`src/rtl/ps2_scan_sequencer.sv`:
```
// Turns raw PS/2 bytes into {ext,brk,code} key events and queues them in a show-ahead FIFO.
// Handles E0/F0/E1 prefixes, drops status bytes, and can optionally drop typematic repeats.
module ps2_scan_sequencer #(
  parameter int DEPTH       = 8,
  parameter int TIMEOUT_CYC = 200000,
  parameter int FILTER_REP  = 1
) (
  input  logic                     inclock,
  input  logic                     reset,
  input  logic [7:0]               rx_data,
  input  logic                     rx_valid,
  output logic [9:0]               evt_data,
  output logic                     evt_valid,
  input  logic                     evt_ready,
  output logic [$clog2(DEPTH):0]   fifo_count,
  output logic                     overflow,
  input  logic                     clr_overflow,
  output logic [7:0]               last_code
);

  localparam int AW = $clog2(DEPTH);
  localparam int TW = $clog2(TIMEOUT_CYC + 1);

  typedef enum logic [2:0] {S_IDLE, S_E0, S_F0, S_E0F0, S_SKIP} state_t;

  state_t          state_q, state_d;
  logic [2:0]      skip_cnt_q, skip_cnt_d;
  logic [TW-1:0]   tmo_q;
  logic [7:0]      held_code_q;
  logic            held_ext_q;
  logic [7:0]      last_code_q;
  logic            overflow_q;
  logic [9:0]      mem_q [DEPTH];
  logic [AW-1:0]   wr_ptr_q, rd_ptr_q;
  logic [AW:0]     count_q;

  logic            ev_ok, ev_ext, ev_brk, is_rep, push, pop, full, do_push, timed_out;
  logic [7:0]      ev_code;

  assign timed_out = (state_q != S_IDLE) && !rx_valid && (tmo_q == TW'(TIMEOUT_CYC - 1));

  always_comb begin
    state_d    = state_q;
    skip_cnt_d = skip_cnt_q;
    ev_ok      = 1'b0;
    ev_ext     = 1'b0;
    ev_brk     = 1'b0;
    ev_code    = rx_data;
    if (rx_valid) begin
      case (state_q)
        S_IDLE: begin
          case (rx_data)
            8'hE0: state_d = S_E0;
            8'hF0: state_d = S_F0;
            8'hE1: begin
              state_d    = S_SKIP;
              skip_cnt_d = 3'd7;
            end
            8'hAA, 8'hFA, 8'hEE, 8'hFE, 8'hFC, 8'h00, 8'hFF: state_d = S_IDLE;
            default: ev_ok = 1'b1;
          endcase
        end
        S_E0: begin
          if (rx_data == 8'hF0) begin
            state_d = S_E0F0;
          end else begin
            state_d = S_IDLE;
            // 12 after E0 is a fake-shift byte emitted around extended keys
            ev_ok   = (rx_data != 8'h12);
            ev_ext  = 1'b1;
          end
        end
        S_F0: begin
          state_d = S_IDLE;
          ev_ok   = 1'b1;
          ev_brk  = 1'b1;
        end
        S_E0F0: begin
          state_d = S_IDLE;
          ev_ok   = (rx_data != 8'h12);
          ev_ext  = 1'b1;
          ev_brk  = 1'b1;
        end
        S_SKIP: begin
          skip_cnt_d = skip_cnt_q - 3'd1;
          if (skip_cnt_q == 3'd1) begin
            state_d = S_IDLE;
            ev_ok   = 1'b1;
            ev_ext  = 1'b1;
            ev_code = 8'h77;
          end
        end
        default: state_d = S_IDLE;
      endcase
    end else if (timed_out) begin
      state_d = S_IDLE;
    end
  end

  assign is_rep  = (FILTER_REP != 0) && !ev_brk && (ev_ext == held_ext_q) && (ev_code == held_code_q);
  assign push    = ev_ok && !is_rep;
  assign pop     = evt_valid && evt_ready;
  assign full    = (count_q == (AW+1)'(DEPTH));
  assign do_push = push && (!full || pop);

  always_ff @(posedge inclock) begin
    if (reset) begin
      state_q     <= S_IDLE;
      skip_cnt_q  <= 3'd0;
      tmo_q       <= '0;
      held_code_q <= 8'h00;
      held_ext_q  <= 1'b0;
      last_code_q <= 8'h00;
      overflow_q  <= 1'b0;
      wr_ptr_q    <= '0;
      rd_ptr_q    <= '0;
      count_q     <= '0;
    end else begin
      state_q    <= state_d;
      skip_cnt_q <= skip_cnt_d;
      if (rx_valid || state_q == S_IDLE || timed_out) tmo_q <= '0;
      else                                             tmo_q <= tmo_q + TW'(1);

      // held_* tracks the filter decision, independent of whether the FIFO had room
      if (push && !ev_brk) begin
        held_ext_q  <= ev_ext;
        held_code_q <= ev_code;
        last_code_q <= ev_code;
      end else if (push && ev_brk && ev_ext == held_ext_q && ev_code == held_code_q) begin
        held_code_q <= 8'h00;
      end

      if (do_push) begin
        mem_q[wr_ptr_q] <= {ev_ext, ev_brk, ev_code};
        wr_ptr_q        <= wr_ptr_q + AW'(1);
      end
      if (pop) rd_ptr_q <= rd_ptr_q + AW'(1);
      case ({do_push, pop})
        2'b10:   count_q <= count_q + (AW+1)'(1);
        2'b01:   count_q <= count_q - (AW+1)'(1);
        default: count_q <= count_q;
      endcase

      if (push && full && !pop) overflow_q <= 1'b1;
      else if (clr_overflow)    overflow_q <= 1'b0;
    end
  end

  assign evt_data   = mem_q[rd_ptr_q];
  assign evt_valid  = (count_q != '0);
  assign fifo_count = count_q;
  assign overflow   = overflow_q;
  assign last_code  = last_code_q;

endmodule

```
`config.mk`:
```
export PLATFORM = sky130hd
export DESIGN_NAME = ps2_scan_sequencer
export DESIGN_NICKNAME = d
export VERILOG_FILES = /design/src/rtl/ps2_scan_sequencer.sv
export SDC_FILE = /design/constraint.sdc
export NUM_CORES = 1
export LEC_CHECK = 0
export CAP_MARGIN = 20
export CORE_MARGIN = 5
export CORE_UTILIZATION = 32
export DETAILED_ROUTE_END_ITERATION = 7
export GPL_TIMING_DRIVEN = 0
export SLEW_MARGIN = 40
export SYNTH_ARGS = -nofsm -noshare
export SYNTH_HDL_FRONTEND = slang
export SYNTH_SLANG_ARGS = --single-unit
```
`constraint.sdc`:
```
create_clock -name inclock -period 5.2 [get_ports inclock]
set_input_delay 0.78 -clock inclock [delete_from_list [all_inputs] [get_ports inclock]]
set_output_delay 0.78 -clock inclock [all_outputs]
set_load 0.01 [all_outputs]
```
### Yosys cells after proc, flatten, opt, wreduce, memory -nomap -nowiden

Memories as Yosys holds them, arrays and structs flattened. A register that Yosys moved wholly into a read port is not among the register bits.
Index checks and enable logic that the tools add are counted.

* flip-flop bits (word level): 52
* RAM bits: 80
* output and inout bits: 24
* word-level logic and storage cells: 108
* memories kept: 1

Memories
* mem_q: depth 8, width 10, rd ports 1, clocked after memory_dff 1, wr ports 1, line 33 `logic [9:0] mem_q [DEPTH];`

* $add $sub $neg: 6
* equal/unequal tests: 24
* multiplexer cells: 31
* reductions and logical operators: 36

Operators with widths (number)
* == test 8 bit, second input constant: 9
* two-way mux 8 bit: 5
* adder 18 x 1 -> 18 bit, second input constant: 1
* == test 18 bit, second input constant: 1
* two-way mux 3 bit: 6
* logical AND 1 bit: 13
* two-way mux 1 bit: 13
* one-hot mux 3 bit (4 select lines): 1
* nonzero test 2 bit: 5
* OR reduction 10 bit: 1
* one-hot mux 3 bit (3 select lines): 1
* == test 8 bit: 1
* logical NOT 8 bit: 1
* inequality test 8 x 5 -> 1 bit, second input constant: 1
* one-hot mux 4 bit (2 select lines): 1
* OR reduction 7 bit: 1
* adder 3 x 1 -> 3 bit, second input constant: 2
* == test 3 x 1 -> 1 bit, second input constant: 2
* == test 3 x 2 -> 1 bit, second input constant: 2
* inequality test 6 x 3 -> 1 bit, second input constant: 1
* one-hot mux 3 bit (2 select lines): 1
* AND reduction 3 bit: 2
* logical NOT 1 bit: 5
* one-hot mux 1 bit (5 select lines): 1
* other kinds (17): 20

### Longest topological paths before layout

* depth in word-level cells: 14
* mapped depth: 15
* depth with buffers taken out: 15

### Worst setup path before layout

Ideal clock, no wire load.

* path kind: input port to flip-flop
* start: in rx_data[2]
* end: mem mem_q[0][0], enable pin
* library setup time: 0.407 ns
* arrival time: 3.632 ns
* required time: 4.793 ns
* slack: 1.161 ns
* stages: 8
* buffers on the path: 2
* cells stage by stage: buf_2 or4_4 nor3_1 o21ai_0 o2111ai_1 o31ai_4 buf_2 nor4b_1

* longest elaborated chain between the ends: 13
* elaborated cells between the ends (all ways): 32
* those cells by class: 12 x eq/ne; 13 x mux; 7 x reduce/logical

Ends and longest elaborated chain
* from (decl): line 10 `input logic [7:0] rx_data,`
* == test 8 bit: line 52, 64
* two-way mux 1 bit: line 64 `if (rx_data == 8'hF0) begin`
* one-hot mux 1 bit (3 select lines): line 50 `case (state_q)`
* two-way mux 1 bit: line 49 `if (rx_valid) begin`
* == test 1 bit: line 100 `assign is_rep = (FILTER_REP != 0) && !ev_brk && (ev_ext == held_ext_q) && (ev_code == held_code_q);`
* logical AND 1 bit (2 in series): line 100
* logical NOT 1 bit: line 101 `assign push = ev_ok && !is_rep;`
* logical AND 1 bit *: line 101
* logical AND 1 bit *: line 104 `assign do_push = push && (!full || pop);`
* two-way mux 1 bit *: line 133 `if (do_push) begin`
* two-way mux 1 bit *: line 107 `if (reset) begin`
* two-way mux 1 bit (implied by the code) *: line 134 `mem_q[wr_ptr_q] <= {ev_ext, ev_brk, ev_code};`
* to (decl): line 33

Mark *: on every way between the ends. The rest lies on a longest branch, timed or not.

### Final worst setup path

* start: in rx_valid
* end: reg count_q[3] (netlist: fifo_count[3])

* longest elaborated chain between the ends: 9
* elaborated cells between the ends (all ways): 16
* those cells by class: 4 x eq/ne; 5 x mux; 7 x reduce/logical

Ends and longest elaborated chain
* from (decl): line 11 `input logic rx_valid,`
* branches (longest 5 deep; another with two-way mux 8 bit)
* logical AND 1 bit *: line 101
* logical AND 1 bit *: line 104
* == test 2 x 1 -> 1 bit or == test 2 bit (tied branches): line 138 `case ({do_push, pop})`
* one-hot mux 4 bit (2 select lines) or nonzero test 2 bit (tied branches)
* to (signal assigned): line 139 `2'b10: count_q <= count_q + (AW+1)'(1);`
* to (signal assigned): line 140 `2'b01: count_q <= count_q - (AW+1)'(1);`
* to (signal assigned): line 141 `default: count_q <= count_q;`
* to (decl): line 35 `logic [AW:0] count_q;`

Every way passes the cells marked *.
A chain may end at the register's enable or synchronous reset.

==> results.toml <==
[setup_path]
crit_chain = "clkdlybuf4s50_1 > or3b_2 > clkbuf_1 > o22ai_1 > a32o_1 > o2111ai_1 > o31ai_4 > nand2_1 > inv_1 > ha_1 > a21o_1 > a21o_1 > nor3_1 > mux2i_1 > o311ai_0"
crit_top_cell = "a21o_1"
path_class = "primary input to register"
worst-path-max-fanout = 10
worst-endpoint-arrival_ns = 4.42
cp.required_ns = 5.50
cpMaxStageDelayCell = "o31ai_4"
cpPeakStageDelay_ns = 0.54
start_kind = "primary input"
cp-end-kind = "register"

[sta]
post-route-period-util_pct = 79.2
hold_viol = 0
slew_violations = 0
rsz0062_at_grt = "false"
setup_violations = 0
worst_slew_pin_slew_ns = 0.752
period_needed_ns = 4.12
slew_headroom_pct = 49.9
finClkSkew_ns = 0.00610
clock.fmax_ghz = 0.243

[synthesis]
ys_types = 62
avgSynthCellArea_um2 = 12.3
synth-seq-cells = 135
netlist.area_leader.share_pct = 38.9
synth_edf_count = 80
synth-async-reset-ratio_pct = 0
yosys.area.top_type = "edfxtp_1"
synth_commonest_cells = "edfxtp_1, nor2_1, dfxtp_1"
syn-num-nets = 521
ys_top_cells_by_area = "edfxtp_1, dfxtp_1, mux4_2"
syn_inst = 500
ys.flop_type = "edfxtp_1"
ys_seq_area_share_pct = 56.8
synth_most_common_cell = "edfxtp_1"
yosysWarnings = 0
synth.cell_area_um2 = 6170

[detailed_routing]
post_drt_wl_per_cell_um = 16.1
drtIter0Drc = 215
viasPerCell = 4.97
drc = 0
postRouteAntennaNets = 0
dr.pass1.iters = 5
routed_wl_um = 13400
vias = 4126

[pwr]
vdd_drop_max_uv = 252
power.leakage_nw = 2.52
p_sw_share_pct = 24.9
p_int_mw = 2.19
pwr-share-comb_pct = 17.3
clkPwrFrac_pct = 41.0
p_seq_share_pct = 41.7
power.density_nw_per_um2 = 390
power.total_mw = 2.91
p_switching_uw = 724

[clock_network]
postCtsSetupBuffers = 0
cts_buffers = 17
cts.clk_slew.worst_paths_ns = 0.06
clk_latency_ns = 0.41
cts.path.max_buffers = 2
cts-htree-levels = 4
ctsResizeCount = 0
cts_tree = "built"
clock-sinks = 135
clock-root-buffer = "clkbuf_16"
ctsHoldBuffers = 0

[global_routing]
grt_usage_pct = 12.8
antenna_found_initial = 0
grt_pass1_wl_um = 22200
grt_overflow = 0
grt_max_degree = 18
grt_pass1_vias = 4200

[final_layout]
num-fill-cells = 1789
drive_gt1_share_pct = 16.5
diodes = 0
areaGrowthSynthToFinish_pct = 20.9
multi_input_area_um2 = 2510
stdcell_count = 830
seqCellArea_um2 = 3500
fin_nets = 579

[placed_design]
gp_congestion = 0.843
post-place-cells = 799
post-dp-hpwl_um = 9420
io_buffers = 30

[floorplanning]
dieArea_um2 = 22200
row_count = 50
die_h_um = 149
core_area_um2 = 18800
ios = 37
fp.dieW_um = 149
start_util_pct = 32.8

[min_path]
hp-class = "register to register"

[run_status]
status = "completed"

[run]
maxCapViolations = 0
## sequential cells by signal, summed over array words and instances (netlist names), named ones only
register and cells:
state_q 3, last_code 8, held_code_q 8, mem_q 80, overflow 1, held_ext_q 1, tmo_q 18, wr_ptr_q 3
skip_cnt_q 3, rd_ptr_q 3, fifo_count 4
## layer usage
layer	vias to the layer above	track usage, %	part of all wire, %
met2	110	20.6	49
met1	2018	16.9	45
met4	0	4.30	1.2
li1	1985	-	-
met3	13	3.07	5.2
met5	-	0	0
## power groups by stage
stage / logic (mW) / clock network [mW] / registers [mW]
floorplan: 0.316 / 0 / 1.23
global placement: 0.493 / 0 / 1.23
detailed placement: 0.512 / 0 / 1.24
CTS: 0.514 / 1.22 / 1.21
global route: 0.557 / 1.26 / 1.22
finish: 0.504 / 1.19 / 1.21
## cells by family after synthesis
| group | Yosys count | synth area share (%) |
|---|---|---|
| AO/OA/AOI/OAI | 68 | 8.34 |
| XOR/XNOR | 23 | 3.27 |
| multiplexers | 48 | 12.2 |
| flip-flops | 135 | 56.8 |
| buffers and inverters | 47 | 3.04 |
| adder cells (fa/ha/maj) | 8 | 1.74 |
| AND/OR/NAND/NOR | 171 | 14.7 |
## stage by stage
stage | worst slack [ns] | area, µm² | hold slack (ns) | TNS, ns | util [%]
3_5_place_dp | 0.741 | 6870 | 0.467 | 0 | 36.5
3_3_place_gp | -0.618 | 6800 | 0.448 | -20.15 | 36.1
2_1_floorplan | 1.16 | 6170 | 0.430 | 0 | -
4_1_cts | 1.17 | 7460 | 0.488 | 0 | 39.6
6_report | 1.08 | 7460 | 0.476 | 0 | 39.6
5_1_grt | 0.863 | 7460 | 0.509 | 0 | 39.6
## path summary, 6_finish.rpt
check / end / cells past startpoint / start / slack [ns]
worst max register to register: mem_q[2][1]$_DFFE_PP_ / 9 / state_q[2]$_SDFFE_PP0P_ / 1.49
worst max-delay path: fifo_count[3]$_SDFFE_PP0P_ / 15 / rx_valid / 1.08
worst min-delay path: tmo_q[0]$_SDFF_PP0_ / 1 / tmo_q[0]$_SDFF_PP0_ / 0.48
worst min register to register: tmo_q[0]$_SDFF_PP0_ / 1 / tmo_q[0]$_SDFF_PP0_ / 0.48
## cell usage in the layout (no fill, tap or decap), types with 6 or more instances in the layout
master and count:
a21oi_1 12, a22o_1 6, a22oi_1 8, and2_1 8, buf_2 12, clkbuf_1 21, clkbuf_16 17, clkdlybuf4s50_1 30
dfxtp_1 55, edfxtp_1 80, ha_1 7, inv_1 18, mux2_2 16, mux2i_1 12, mux4_2 20, nand2_1 19
nand2b_1 12, nand3_1 12, nand4_1 6, nor2_1 60, nor3_1 9, o21ai_0 9, xnor2_1 7, xor2_1 16
## worst max-delay path: cells and delay by family
kind	cells	cell delay (ns)
compound gates	7	1.59
fa+ha+maj	1	0.24
buf+inv	3	0.89
mux	1	0.11
simple gates	3	0.79
## cell type report
| class | instances | share of cell area, % |
|---|---|---|
| plain buffers | 29 | 1.64 |
| inverters | 18 | 0.906 |
| repair buffers | 39 | 4.63 |
| multi-input cells | 318 | 33.6 |
| clock buffers | 19 | 5.80 |
| clock inverters | 12 | 2.05 |
| well taps | 260 | 4.36 |
| flip-flops and latches | 135 | 47.0 |
(Power assumes the default switching activity.)
